### config.mk
export PLATFORM = sky130hd
export DESIGN_NAME = mem_port_arbiter
export DESIGN_NICKNAME = d
export VERILOG_FILES = /design/src/rtl/mem_port_arbiter.sv
export SDC_FILE = /design/constraint.sdc
export NUM_CORES = 1
export LEC_CHECK = 0
export BUFFER_PORTS_ARGS = -buffer_cell sky130_fd_sc_hd__buf_2
export CAP_MARGIN = 20
export CORE_AREA = 5 5 101 103
export CTS_CLUSTER_SIZE = 12
export DETAILED_ROUTE_END_ITERATION = 8
export DIE_AREA = 0 0 106 108
export GPL_ROUTABILITY_DRIVEN = 0
export PLACE_DENSITY = 0.75
export SYNTH_ARGS = -nofsm -noshare
export SYNTH_HDL_FRONTEND = slang
export SYNTH_SLANG_ARGS = --single-unit
### constraint.sdc
create_clock -name clk -period 2.6 [get_ports clk]
set_input_delay 0.26 -clock clk [delete_from_list [all_inputs] [get_ports clk]]
set_output_delay 0.26 -clock clk [all_outputs]
set_load 0.03 [all_outputs]
### src/rtl/mem_port_arbiter.sv
// mem_port_arbiter: shares one external memory port between the I-side line
// refill path and the D-side refill/writeback path. Each grant runs a whole
// BURST-word line, one beat per accepted memory handshake.
//
// Optional build macro: MEM_ARB_RR_EN
//   undefined -> fixed priority, D side wins a tie in IDLE.
//   defined   -> a last_owner register hands a tie to the side that did not
//                own the previous burst; a lone requester is still granted
//                immediately.
module mem_port_arbiter #(
    parameter int BURST = 4,
    parameter int BW    = 2
) (
    input  logic          clk,
    input  logic          reset,
    // I side
    input  logic          i_req,
    input  logic [31:0]   i_addr,
    output logic          i_rvalid,
    output logic [31:0]   i_rdata,
    output logic          i_done,
    // D side
    input  logic          d_req,
    input  logic          d_we,
    input  logic [31:0]   d_addr,
    input  logic [31:0]   d_wdata,
    output logic          d_rvalid,
    output logic [31:0]   d_rdata,
    output logic          d_done,
    // status
    output logic [BW-1:0] beat_idx,
    output logic          gnt_d,
    // memory port
    output logic          mem_req,
    output logic          mem_we,
    output logic [31:0]   mem_addr,
    output logic [31:0]   mem_wdata,
    input  logic          mem_ready,
    input  logic [31:0]   mem_rdata
);

    typedef enum logic [1:0] {
        IDLE   = 2'd0,
        I_BUSY = 2'd1,
        D_BUSY = 2'd2
    } state_t;

    localparam logic [BW-1:0] LAST_BEAT = BW'(BURST - 1);

    state_t        state_q, state_d;
    logic [BW-1:0] beat_q, beat_d;
    logic [31:0]   base_q, base_d;
    logic          we_q, we_d;
    logic          busy;
    logic          fire;
    logic          last_beat;
    logic          d_wins;

    // Line addresses are word aligned; the byte-offset bits carry no meaning.
    logic          unused_addr_bits;
    assign unused_addr_bits = ^{i_addr[1:0], d_addr[1:0]};

    assign busy      = (state_q != IDLE);
    assign fire      = busy & mem_ready;
    assign last_beat = (beat_q == LAST_BEAT);

`ifdef MEM_ARB_RR_EN
    // 0 = I side owned the previous burst, 1 = D side.
    logic last_owner_q, last_owner_d;

    // Remember who was granted last so the next tie goes the other way.
    always_ff @(posedge clk or negedge reset) begin
        if (!reset) begin
            last_owner_q <= 1'b0;
        end else begin
            last_owner_q <= last_owner_d;
        end
    end
`endif

    // State, beat counter and latched burst parameters.
    always_ff @(posedge clk or negedge reset) begin
        if (!reset) begin
            state_q <= IDLE;
            beat_q  <= '0;
            base_q  <= '0;
            we_q    <= 1'b0;
        end else begin
            state_q <= state_d;
            beat_q  <= beat_d;
            base_q  <= base_d;
            we_q    <= we_d;
        end
    end

    // Next-state: arbitrate in IDLE, advance beats on each accepted handshake.
    always_comb begin
        state_d = state_q;
        beat_d  = beat_q;
        base_d  = base_q;
        we_d    = we_q;
`ifdef MEM_ARB_RR_EN
        last_owner_d = last_owner_q;
        d_wins       = d_req & (~i_req | ~last_owner_q);
`else
        d_wins       = d_req;
`endif
        unique case (state_q)
            IDLE: begin
                beat_d = '0;
                if (d_wins) begin
                    state_d = D_BUSY;
                    base_d  = {d_addr[31:2], 2'b00};
                    we_d    = d_we;
`ifdef MEM_ARB_RR_EN
                    last_owner_d = 1'b1;
`endif
                end else if (i_req) begin
                    state_d = I_BUSY;
                    base_d  = {i_addr[31:2], 2'b00};
                    we_d    = 1'b0;
`ifdef MEM_ARB_RR_EN
                    last_owner_d = 1'b0;
`endif
                end
            end
            I_BUSY, D_BUSY: begin
                if (fire) begin
                    if (last_beat) begin
                        state_d = IDLE;
                        beat_d  = '0;
                    end else begin
                        beat_d = beat_q + BW'(1);
                    end
                end
            end
            default: begin
                state_d = IDLE;
                beat_d  = '0;
            end
        endcase
    end

    // Beat outputs: only the owner's signals move; everything else stays 0.
    always_comb begin
        mem_req   = 1'b0;
        mem_we    = 1'b0;
        mem_addr  = '0;
        mem_wdata = '0;
        gnt_d     = 1'b0;
        i_rvalid  = 1'b0;
        i_rdata   = '0;
        i_done    = 1'b0;
        d_rvalid  = 1'b0;
        d_rdata   = '0;
        d_done    = 1'b0;
        beat_idx  = beat_q;
        if (busy) begin
            mem_req  = 1'b1;
            mem_addr = base_q + (32'(beat_q) << 2);
            if (state_q == D_BUSY) begin
                gnt_d     = 1'b1;
                mem_we    = we_q;
                mem_wdata = d_wdata;
                if (fire) begin
                    if (!we_q) begin
                        d_rvalid = 1'b1;
                        d_rdata  = mem_rdata;
                    end
                    d_done = last_beat;
                end
            end else if (fire) begin
                i_rvalid = 1'b1;
                i_rdata  = mem_rdata;
                i_done   = last_beat;
            end
        end
    end

endmodule

==> run metrics, run 1 <==
share of Yosys cell area claimed by the top area cell type 28.2%; most frequent cells in the layout 252 x sky130_fd_sc_hd__buf_2, 98 x sky130_fd_sc_hd__and2_1, 38 x sky130_fd_sc_hd__nand2_1; worst max-slew margin expressed relative to the limit 45.8%; fraction of power spent switching nets 56.0%; sequential cell area fraction in the yosys report 28.2%; count of vias placed by the detailed router 3855; cell taking the most area after synthesis sky130_fd_sc_hd__dfrtp_1; boundary pin count 271; sequential power share 23.8%; unrepaired setup endpoints after global routing true; Setup crit start kind flop; post-route minimum period 2.57 ns; number of synthesis warnings 0; Static Leak 2.64 nW; total clock sinks 35; core footprint 0.00911 sq mm; router iterations before antenna repair 4; placed instance count 754; critical path endpoint category primary output; highest fanout seen on the critical path 14; synthesized area divided by synthesized cell count 7.79 sq um; status finished, final reports clean; Die Footprint 0.0114 sq mm; wire length per cell 17.3 um; pin count of the biggest net entering global routing 38; row count 35; H-tree levels 2; antenna violations before repair 1; clock root cell sky130_fd_sc_hd__clkbuf_8; register area 877 sq um; post-route non-filler standard cell count 768; sum of buffers and inverters on the critical path 1; CTS tree built; register bit count reported by yosys 35; critical path cell sequence ha_4 -> fa_2 -> and4_4 -> nand2_8 -> or4_1 -> a21oi_2 -> buf_6; via count of the first global-routing pass 3756; wire length of the first global-routing pass 19300 um; Post-DRT Antenna Nets 0; data required time at the worst endpoint 2.34 ns; Yosys cell types 38; DRC Markers 0; first element of the critical path base_q[2]; post-synthesis instance area 0.00310 sq mm; number of DRC markers in iteration 0 186; HPWL after DPL 10600 um; Vias per Instance 5.02; Switching Power 2.65 mW; power share of the clock group 8.2%; placed instance area 0.00457 sq mm; final cycle utilization of the critical path 99.0%; Setup CP Type reg -> out; final max-slew violation count 0; post-CTS clock slew at the launch and capture registers of the worst setup and hold paths 0.08 ns; power density of the placed cells 977 mW/mm^2; net count reported at finish 795; delay-heaviest family, CP simple AND/OR/NAND/NOR gates; crit-path max cell delay 0.50 ns; proportion of power drawn by combinational gates 68.0%; overall fraction of global-route tracks in use 21.0%; layout cell share with drive strength beyond 1 48.3%; count of buffers from port buffering 264; finished layout cell area 0.00484 sq mm; maximum root-to-sink buffer count 2; area of the multi-input gates 0.00221 sq mm; launch point of the worst reg-to-reg path state_q[1]; worst setup skew after layout 0.00769 ns; synthesis-to-finish area growth 56.3%; grt ovf 0; Post-Synthesis Cells 398; number of filler instances in the final layout 861; Internal 2.09 mW; Max rail drop VDD 0.593 mV; slowest stage cell, crit path sky130_fd_sc_hd__or4_1; slew of the pin with the lowest slew margin 0.813 ns; count of hold buffers inserted by post-cts repair 0; final routed wirelength across all metal layers 13300 um; worst hold slack 0.0572 ns; die width 106 um; achievable frequency 389 MHz; Final Hold Vio Count 0; clock latency at the later pin of the worst-skew pair 0.29 ns; most common library cell in the layout ignoring fill and taps sky130_fd_sc_hd__buf_2; Setup Viol. Count Final 0; crit path DAT 2.31 ns; starting utilization of the core area 34.0%; Worst Hold Class in -> async; clock buffers created by TritonCTS 5; chip height 108 um; max-cap check violation count 0; top cells by area in the synthesized netlist sky130_fd_sc_hd__dfrtp_1 28%, sky130_fd_sc_hd__and2_1 20%, sky130_fd_sc_hd__mux2i_1 10%
==> synthesized netlist by cell type <==
master                      number
sky130_fd_sc_hd__a2bb2oi_1       1
sky130_fd_sc_hd__nand3_1         8
sky130_fd_sc_hd__xor2_1          8
sky130_fd_sc_hd__nand4_1         7
sky130_fd_sc_hd__o31ai_1        11
sky130_fd_sc_hd__nor4_1          2
sky130_fd_sc_hd__o21ai_1         1
sky130_fd_sc_hd__o21ai_0        36
sky130_fd_sc_hd__and4_1          5
sky130_fd_sc_hd__inv_1           7
sky130_fd_sc_hd__nor2b_1         5
sky130_fd_sc_hd__o22ai_1         1
sky130_fd_sc_hd__xnor2_1         5
sky130_fd_sc_hd__nor4b_1         1
sky130_fd_sc_hd__ha_1            5
sky130_fd_sc_hd__and2_1         98
sky130_fd_sc_hd__buf_4           2
sky130_fd_sc_hd__nor3_1          2
sky130_fd_sc_hd__buf_2           3
sky130_fd_sc_hd__dfrtp_1        35
sky130_fd_sc_hd__o31a_1          1
sky130_fd_sc_hd__clkbuf_1       23
sky130_fd_sc_hd__mux2i_1        31
sky130_fd_sc_hd__a21oi_1        16
sky130_fd_sc_hd__buf_6           1
sky130_fd_sc_hd__nand2b_1        1
sky130_fd_sc_hd__nand2_1        39
sky130_fd_sc_hd__nor2_1         16
sky130_fd_sc_hd__nand3_2         1
sky130_fd_sc_hd__or4_1          11
sky130_fd_sc_hd__a32o_1          1
sky130_fd_sc_hd__fa_1            1
sky130_fd_sc_hd__conb_1          1
sky130_fd_sc_hd__a21boi_0        1
sky130_fd_sc_hd__buf_1           3
sky130_fd_sc_hd__o21a_1          1
sky130_fd_sc_hd__or3_1           5
sky130_fd_sc_hd__and3_1          2
==> flip-flops by register name, summed over array words and instances (netlist names) <==
signal	cells
base_q	30
beat_idx	2
state_q	2
we_q	1
==> logic make-up (layout without fill, tap and decap cells) <==
| group | after synthesis | count (layout) | synth area share, % |
|---|---|---|---|
| AND/OR/NAND/NOR | 203 | 204 | 37.2 |
| AO/OA/AOI/OAI | 70 | 70 | 12.8 |
| buffers and inverters | 39 | 295 | 5.33 |
| flip-flops | 35 | 35 | 28.2 |
| multiplexers | 31 | 31 | 10.0 |
| XOR/XNOR | 13 | 13 | 3.67 |
| adder cells (fa/ha/maj) | 6 | 6 | 2.66 |
| other | 1 | 3 | 0.121 |
==> worst register-to-register path: stages, from the launching register on <==
cell                      delay, ns
sky130_fd_sc_hd__dfrtp_1       0.39
sky130_fd_sc_hd__inv_1         0.10
sky130_fd_sc_hd__ha_1          0.18
sky130_fd_sc_hd__buf_4         0.40
sky130_fd_sc_hd__o21ai_4       0.28
sky130_fd_sc_hd__buf_4         0.31
sky130_fd_sc_hd__a32o_1        0.24
==> per-layer routing <==
metal / up-vias / global-route usage (%) / wire length [um]
li1: 1875 / - / -
met4: 0 / 6.11 / 292
met1: 1779 / 25.7 / 5390
met3: 21 / 5.01 / 968
met5: - / 0 / 0
met2: 180 / 36.9 / 6650
==> layout make-up <==
class | instances | share of cell area [%]
Clock inverter | 1 | 0.103
Tap cell | 111 | 2.87
Clock buffer | 7 | 1.58
Timing Repair Buffer | 280 | 31.2
Multi-Input combinational cell | 326 | 45.5
Sequential cell | 35 | 18.1
Inverter | 7 | 0.542
Antenna cell | 1 | 0.0517
==> worst paths after layout <==
path	endpoint	slack, ns	cells after the start
min in group clk	we_q	0.24	2
worst max register to register	we_q	0.58	6
worst min register to register	we_q	0.51	1
worst max-delay path	mem_addr[30]	0.03	7
max in group asynchronous	base_q[11]	1.97	1
worst min-delay path	base_q[29]	0.06	1
==> power by group through the flow <==
stage	Sequential (mW)	Clock, mW	Combinational (mW)
3_3_place_gp	1.09	0	3.01
6_report	1.13	0.388	3.22
4_1_cts	1.11	0.399	3.10
2_1_floorplan	1.06	0	2.14
5_1_grt	1.18	0.426	3.48
3_5_place_dp	1.12	0	3.05
==> stage by stage <==
stage	utilization [%]	setup TNS [ns]	power (mW)	setup slack, ns
finish	53.2	0	4.73	0.0265
global route	53.2	-0.158	5.08	-0.0418
CTS	51.6	-0.00163	4.61	-0.00163
detailed placement	50.2	0	4.16	0.0438
global placement	50.2	0	4.10	0.168
floorplan	-	-0.0394	3.20	-0.0394
==> what timing repair did <==
item,4_1_cts,5_1_grt
pin swaps,0,12
cloned,0,1
gates resized for setup,13,35
buffers inserted,2,2
endpoints found under the setup margin,15,14
No activity file was read; power rests on OpenSTA's default activity.
==> run 2, diff against run 1 <==
--- a/config.mk
+++ b/config.mk
@@ -7,12 +7,12 @@
 export LEC_CHECK = 0
 export BUFFER_PORTS_ARGS = -buffer_cell sky130_fd_sc_hd__buf_2
 export CAP_MARGIN = 20
-export CORE_AREA = 5 5 101 103
+export CORE_AREA = 2 2 104 106
 export CTS_CLUSTER_SIZE = 12
 export DETAILED_ROUTE_END_ITERATION = 8
 export DIE_AREA = 0 0 106 108
 export GPL_ROUTABILITY_DRIVEN = 0
-export PLACE_DENSITY = 0.75
+export PLACE_DENSITY = 0.68
 export SYNTH_ARGS = -nofsm -noshare
 export SYNTH_HDL_FRONTEND = slang
 export SYNTH_SLANG_ARGS = --single-unit
==> run 2 against run 1 <==
Compared with the run above: worst setup slack lost 0.063 ns; largest cell class unchanged; non-clock buffer count grew 6; critical path type unchanged; the flow now finishes with violations (negative setup slack); maximum frequency decreased by 2.4%; wire length is 9.0% lower; highest routed layer unchanged; clock power shrank 7.5%.
==> run metrics, run 2 (synthesis gave the netlist of run 1 again) <==
router iterations before antenna repair 4; max-cap check violation count 0; placed instance area 0.00460 sq mm; count of hold buffers inserted by post-cts repair 0; total clock sinks 35; final routed wirelength across all metal layers 12100 um; largest reg by FF count base_q; launch point of the worst reg-to-reg path state_q[1]; worst hold slack 0.0571 ns; die width 106 um; post-route non-filler standard cell count 798; slew of the pin with the lowest slew margin 0.784 ns; flip-flop count of the largest register, all copies and words added 30; depth of the worst register-to-register path 6; wire length per cell 15.2 um; Post-DRT Antenna Nets 0; clock buffers created by TritonCTS 5; Reg-to-Reg End base_q[14]; crit path DAT 2.38 ns; post-placement setup slack 0.140 ns; count of vias placed by the detailed router 3824; starting utilization of the core area 30.3%; number of DRC markers in iteration 0 292; Vias per Instance 4.79; placed instance count 779; clock root cell sky130_fd_sc_hd__clkbuf_8; core utilization of the finished layout 47.8%; unrepaired setup endpoints after global routing true; Switching Power 2.60 mW; power share of the clock group 7.7%; first element of the critical path beat_idx[1]; CTS tree built; pin count of the biggest net entering global routing 38; clock latency at the later pin of the worst-skew pair 0.28 ns; setup_tns -0.0572 ns; synthesis-to-finish area growth 57.9%; grt ovf 0; final max-slew violation count 0; critical path endpoint mem_addr[19]; post-CTS clock slew at the launch and capture registers of the worst setup and hold paths 0.07 ns; overall fraction of global-route tracks in use 19.3%; flop-to-flop setup slack 0.60 ns; Max rail drop VDD 0.627 mV; power density of the placed cells 954 mW/mm^2; post-route minimum period 2.64 ns; antenna violations before repair 2; row count 37; fraction of power spent switching nets 55.6%; achievable frequency 379 MHz; net count reported at finish 800; chip height 108 um; Internal 2.07 mW; data required time at the worst endpoint 2.34 ns; DRC Markers 0; finished layout cell area 0.00489 sq mm; layout cell share with drive strength beyond 1 48.9%; HPWL after DPL 9660 um; violations in the final reports negative setup slack; worst max-slew margin expressed relative to the limit 47.7%; H-tree levels 2; most frequent cells in the layout 253 x sky130_fd_sc_hd__buf_2, 98 x sky130_fd_sc_hd__and2_1, 38 x sky130_fd_sc_hd__nand2_1; Power Total 4.67 mW; Final Hold Vio Count 0; wire length of the first global-routing pass 17700 um; Worst Hold Class in -> async; Setup Viol. Count Final 2; count of buffers from port buffering 264; core footprint 0.0102 sq mm; most common library cell in the layout ignoring fill and taps sky130_fd_sc_hd__buf_2; via count of the first global-routing pass 3562; critical path endpoint category primary output; sequential power share 24.2%; Die Footprint 0.0114 sq mm; proportion of power drawn by combinational gates 68.1%; maximum root-to-sink buffer count 2; status finished with violations; Setup CP Type reg -> out; final cycle utilization of the critical path 101%; highest fanout seen on the critical path 8; Static Leak 2.67 nW; Setup crit start kind flop; crit path setup slack, layout -0.0367 ns; boundary pin count 271; worst setup skew after layout 0.00676 ns
## run 2: power groups by stage
stage	registers, mW	logic, mW	clock network [mW]
final	1.13	3.18	0.359
after global routing	1.18	3.44	0.394
after CTS	1.11	3.11	0.368
after detailed placement	1.12	3.03	0
after global placement	1.10	2.98	0
after floorplan	1.06	2.14	0
## run 2: area by class of cell
class / count / area, sq um
Antenna cell: 3 / 7.51
Clock buffer: 6 / 72.6
Fill cell: 1017 / 5340
Inverter: 7 / 26.3
Multi-Input combinational cell: 325 / 2200
Sequential cell: 35 / 878
Tap cell: 136 / 170
Timing Repair Buffer: 286 / 1540
## run 2: worst min-delay path by stage
| stage | to | cells past startpoint | slack [ns] | startpoint |
|---|---|---|---|---|
| global route | base_q[13] | 1 | 0.13 | reset |
| global placement | base_q[13] | 1 | 0.39 | reset |
| CTS | base_q[16] | 1 | 0.09 | reset |
| finish | base_q[16] | 1 | 0.06 | reset |
| floorplan | base_q[10] | 0 | -0.04 | reset |
| detailed placement | base_q[13] | 1 | 0.40 | reset |
## run 2: worst max-delay path, cell delays in order, from the launching register on
cell and delay [ns]:
sky130_fd_sc_hd__dfrtp_2 0.43, sky130_fd_sc_hd__ha_4 0.29, sky130_fd_sc_hd__a21oi_4 0.05, sky130_fd_sc_hd__or3_4 0.40, sky130_fd_sc_hd__buf_8 0.15, sky130_fd_sc_hd__or4_4 0.48, sky130_fd_sc_hd__a21oi_2 0.14, sky130_fd_sc_hd__buf_6 0.14
## run 2: routing by layer
metal	up-vias	global-route usage [%]	share of wire (%)
li1	1885	-	-
met2	179	33.1	49
met4	0	7.71	3.0
met3	29	4.22	7.5
met1	1731	23.7	41
met5	-	0	0
## run 2: what timing repair did
item	4_1_cts	5_1_grt
gates resized for setup	15	29
setup buffers	5	4
setup endpoints to repair	13	19
pin swaps	2	9
cloned	0	1
==> run 3, diff against run 2 <==
--- a/config.mk
+++ b/config.mk
@@ -12,7 +12,7 @@
 export DETAILED_ROUTE_END_ITERATION = 8
 export DIE_AREA = 0 0 106 108
 export GPL_ROUTABILITY_DRIVEN = 0
-export PLACE_DENSITY = 0.68
+export PLACE_DENSITY = 0.66
 export SYNTH_ARGS = -nofsm -noshare
 export SYNTH_HDL_FRONTEND = slang
 export SYNTH_SLANG_ARGS = --single-unit
==> run 3 against run 2 <==
Compared with the run above: the flow still finishes with violations (negative setup slack); cell count up 0.13%; worst hold slack better by 0.0015 ns; worst setup slack worse by 0.038 ns; sequential power about the same; die area unchanged; maximum frequency down 1.4%; global-route usage down 0.16 points; flip-flop and latch count unchanged; power up 3.3%.
==> run metrics, run 3 (synthesis gave the netlist of run 1 again) <==
status finished with violations; violations in the final reports negative setup slack; wire length per cell 15.1 um; largest reg by FF count base_q; first element of the critical path beat_idx[1]; most frequent cells in the layout 252 x sky130_fd_sc_hd__buf_2, 98 x sky130_fd_sc_hd__and2_1, 38 x sky130_fd_sc_hd__nand2_1; slowest stage cell, crit path sky130_fd_sc_hd__dfrtp_1; post-CTS clock slew at the launch and capture registers of the worst setup and hold paths 0.07 ns; sum of buffers and inverters on the critical path 2; total clock sinks 35; clock latency at the later pin of the worst-skew pair 0.29 ns; Setup CP Type reg -> out; critical path cell sequence ha_4 -> a21oi_4 -> or3_4 -> buf_4 -> or4_1 -> a21oi_2 -> buf_6; H-tree levels 2; DRC Markers 0; most common library cell in the layout ignoring fill and taps sky130_fd_sc_hd__buf_2; data required time at the worst endpoint 2.34 ns; Vias per Instance 4.78; net count reported at finish 801; clock root cell sky130_fd_sc_hd__clkbuf_8; boundary pin count 271; die width 106 um; CTS tree built; worst hold slack 0.0585 ns; highest fanout seen on the critical path 6; post-route minimum period 2.68 ns; power density of the placed cells 969 mW/mm^2; pin count of the biggest net entering global routing 55; row count 37; final cycle utilization of the critical path 103%; Setup Viol. Count Final 3; Max rail drop VDD 0.653 mV; post-placement setup slack 0.0860 ns; slew of the pin with the lowest slew margin 0.810 ns; starting utilization of the core area 30.3%; flip-flop count of the largest register, all copies and words added 30; crit path setup slack, layout -0.0751 ns; antenna violations before repair 1; delay-heaviest family, CP simple AND/OR/NAND/NOR gates; unrepaired setup endpoints after global routing true; Static Leak 2.68 nW; worst setup skew after layout 0.00557 ns; count of vias placed by the detailed router 3821; layout cell share with drive strength beyond 1 49.4%; HPWL after DPL 9510 um; number of filler instances in the final layout 1039; worst max-slew margin expressed relative to the limit 46.0%; Die Footprint 0.0114 sq mm; crit path DAT 2.42 ns; clock buffers created by TritonCTS 5; via count of the first global-routing pass 3602; Post-DRT Antenna Nets 0; router iterations before antenna repair 5; achievable frequency 374 MHz; Worst Hold Class in -> async; overall fraction of global-route tracks in use 19.2%; number of DRC markers in iteration 0 209; count of hold buffers inserted by post-cts repair 0; core footprint 0.0102 sq mm; Setup crit start kind flop; chip height 108 um; max-cap check violation count 0; launch point of the worst reg-to-reg path state_q[1]; count of buffers from port buffering 264; maximum root-to-sink buffer count 2; final routed wirelength across all metal layers 12000 um; synthesis-to-finish area growth 60.5%; grt ovf 0; Final Hold Vio Count 0; crit-path max cell delay 0.43 ns; wire length of the first global-routing pass 17700 um; critical path endpoint category primary output; final max-slew violation count 0
==> run 3: cell type report <==
cell class              instances  area [sq um]  share of cell area, %
flip-flops and latches         35           877                   17.6
inverters                       7          26.3                  0.528
multi-input cells             325          2240                   45.0
well taps                     136           170                   3.42
clock buffers                   7          76.3                   1.53
clock inverters                 1          5.00                  0.101
diodes                          1          2.50                 0.0503
repair buffers                287          1580                   31.7
==> run 3: metrics by stage <==
step	TNS, ns	cell area, sq um	utilization [%]	power, mW	cells
after floorplan	-0.0394	3150	-	3.20	399
after CTS	0	4730	46.3	4.61	789
final	-0.119	4970	48.6	4.82	799
after global routing	-0.452	4970	48.6	5.16	799
after global placement	0	4620	45.2	4.13	781
after detailed placement	0	4620	45.2	4.18	781
==> run 3: power breakdown <==
part / internal, mW / switching (mW)
combinational: 1.17 / 2.15
clock: 0.188 / 0.194
sequential: 0.807 / 0.310
total: 2.17 / 2.65
==> run 3: worst paths after layout <==
path	depth (start not counted)	endpoint	slack [ns]
setup / recovery	7	mem_addr[25]	-0.08
hold / removal	1	base_q[12]	0.06
setup reg to reg	6	state_q[0]	0.79
hold reg to reg	1	we_q	0.51
max in group asynchronous	1	base_q[11]	1.99
min in group clk	2	we_q	0.23
==> run 3: metal layers <==
layer	wire, um	global-route usage (%)
met5	0	0
met4	206	6.20
met2	6000	33.8
met1	5090	23.9
met3	735	3.19
==> run 3: worst register-to-register path, delay by kind of cell, from the launching register on <==
| kind | cells | cell delay, ns |
|---|---|---|
| compound gates | 3 | 0.73 |
| fa+ha+maj | 1 | 0.28 |
| buf+inv | 1 | 0.07 |
| flops | 1 | 0.35 |
| simple gates | 1 | 0.27 |
==> run 3: timing repair <==
action,CTS,global route
setup buffers,0,8
gates resized for setup,10,45
pin swaps,0,12
endpoints found under the setup margin,15,12
hold endpoints to repair,0,0
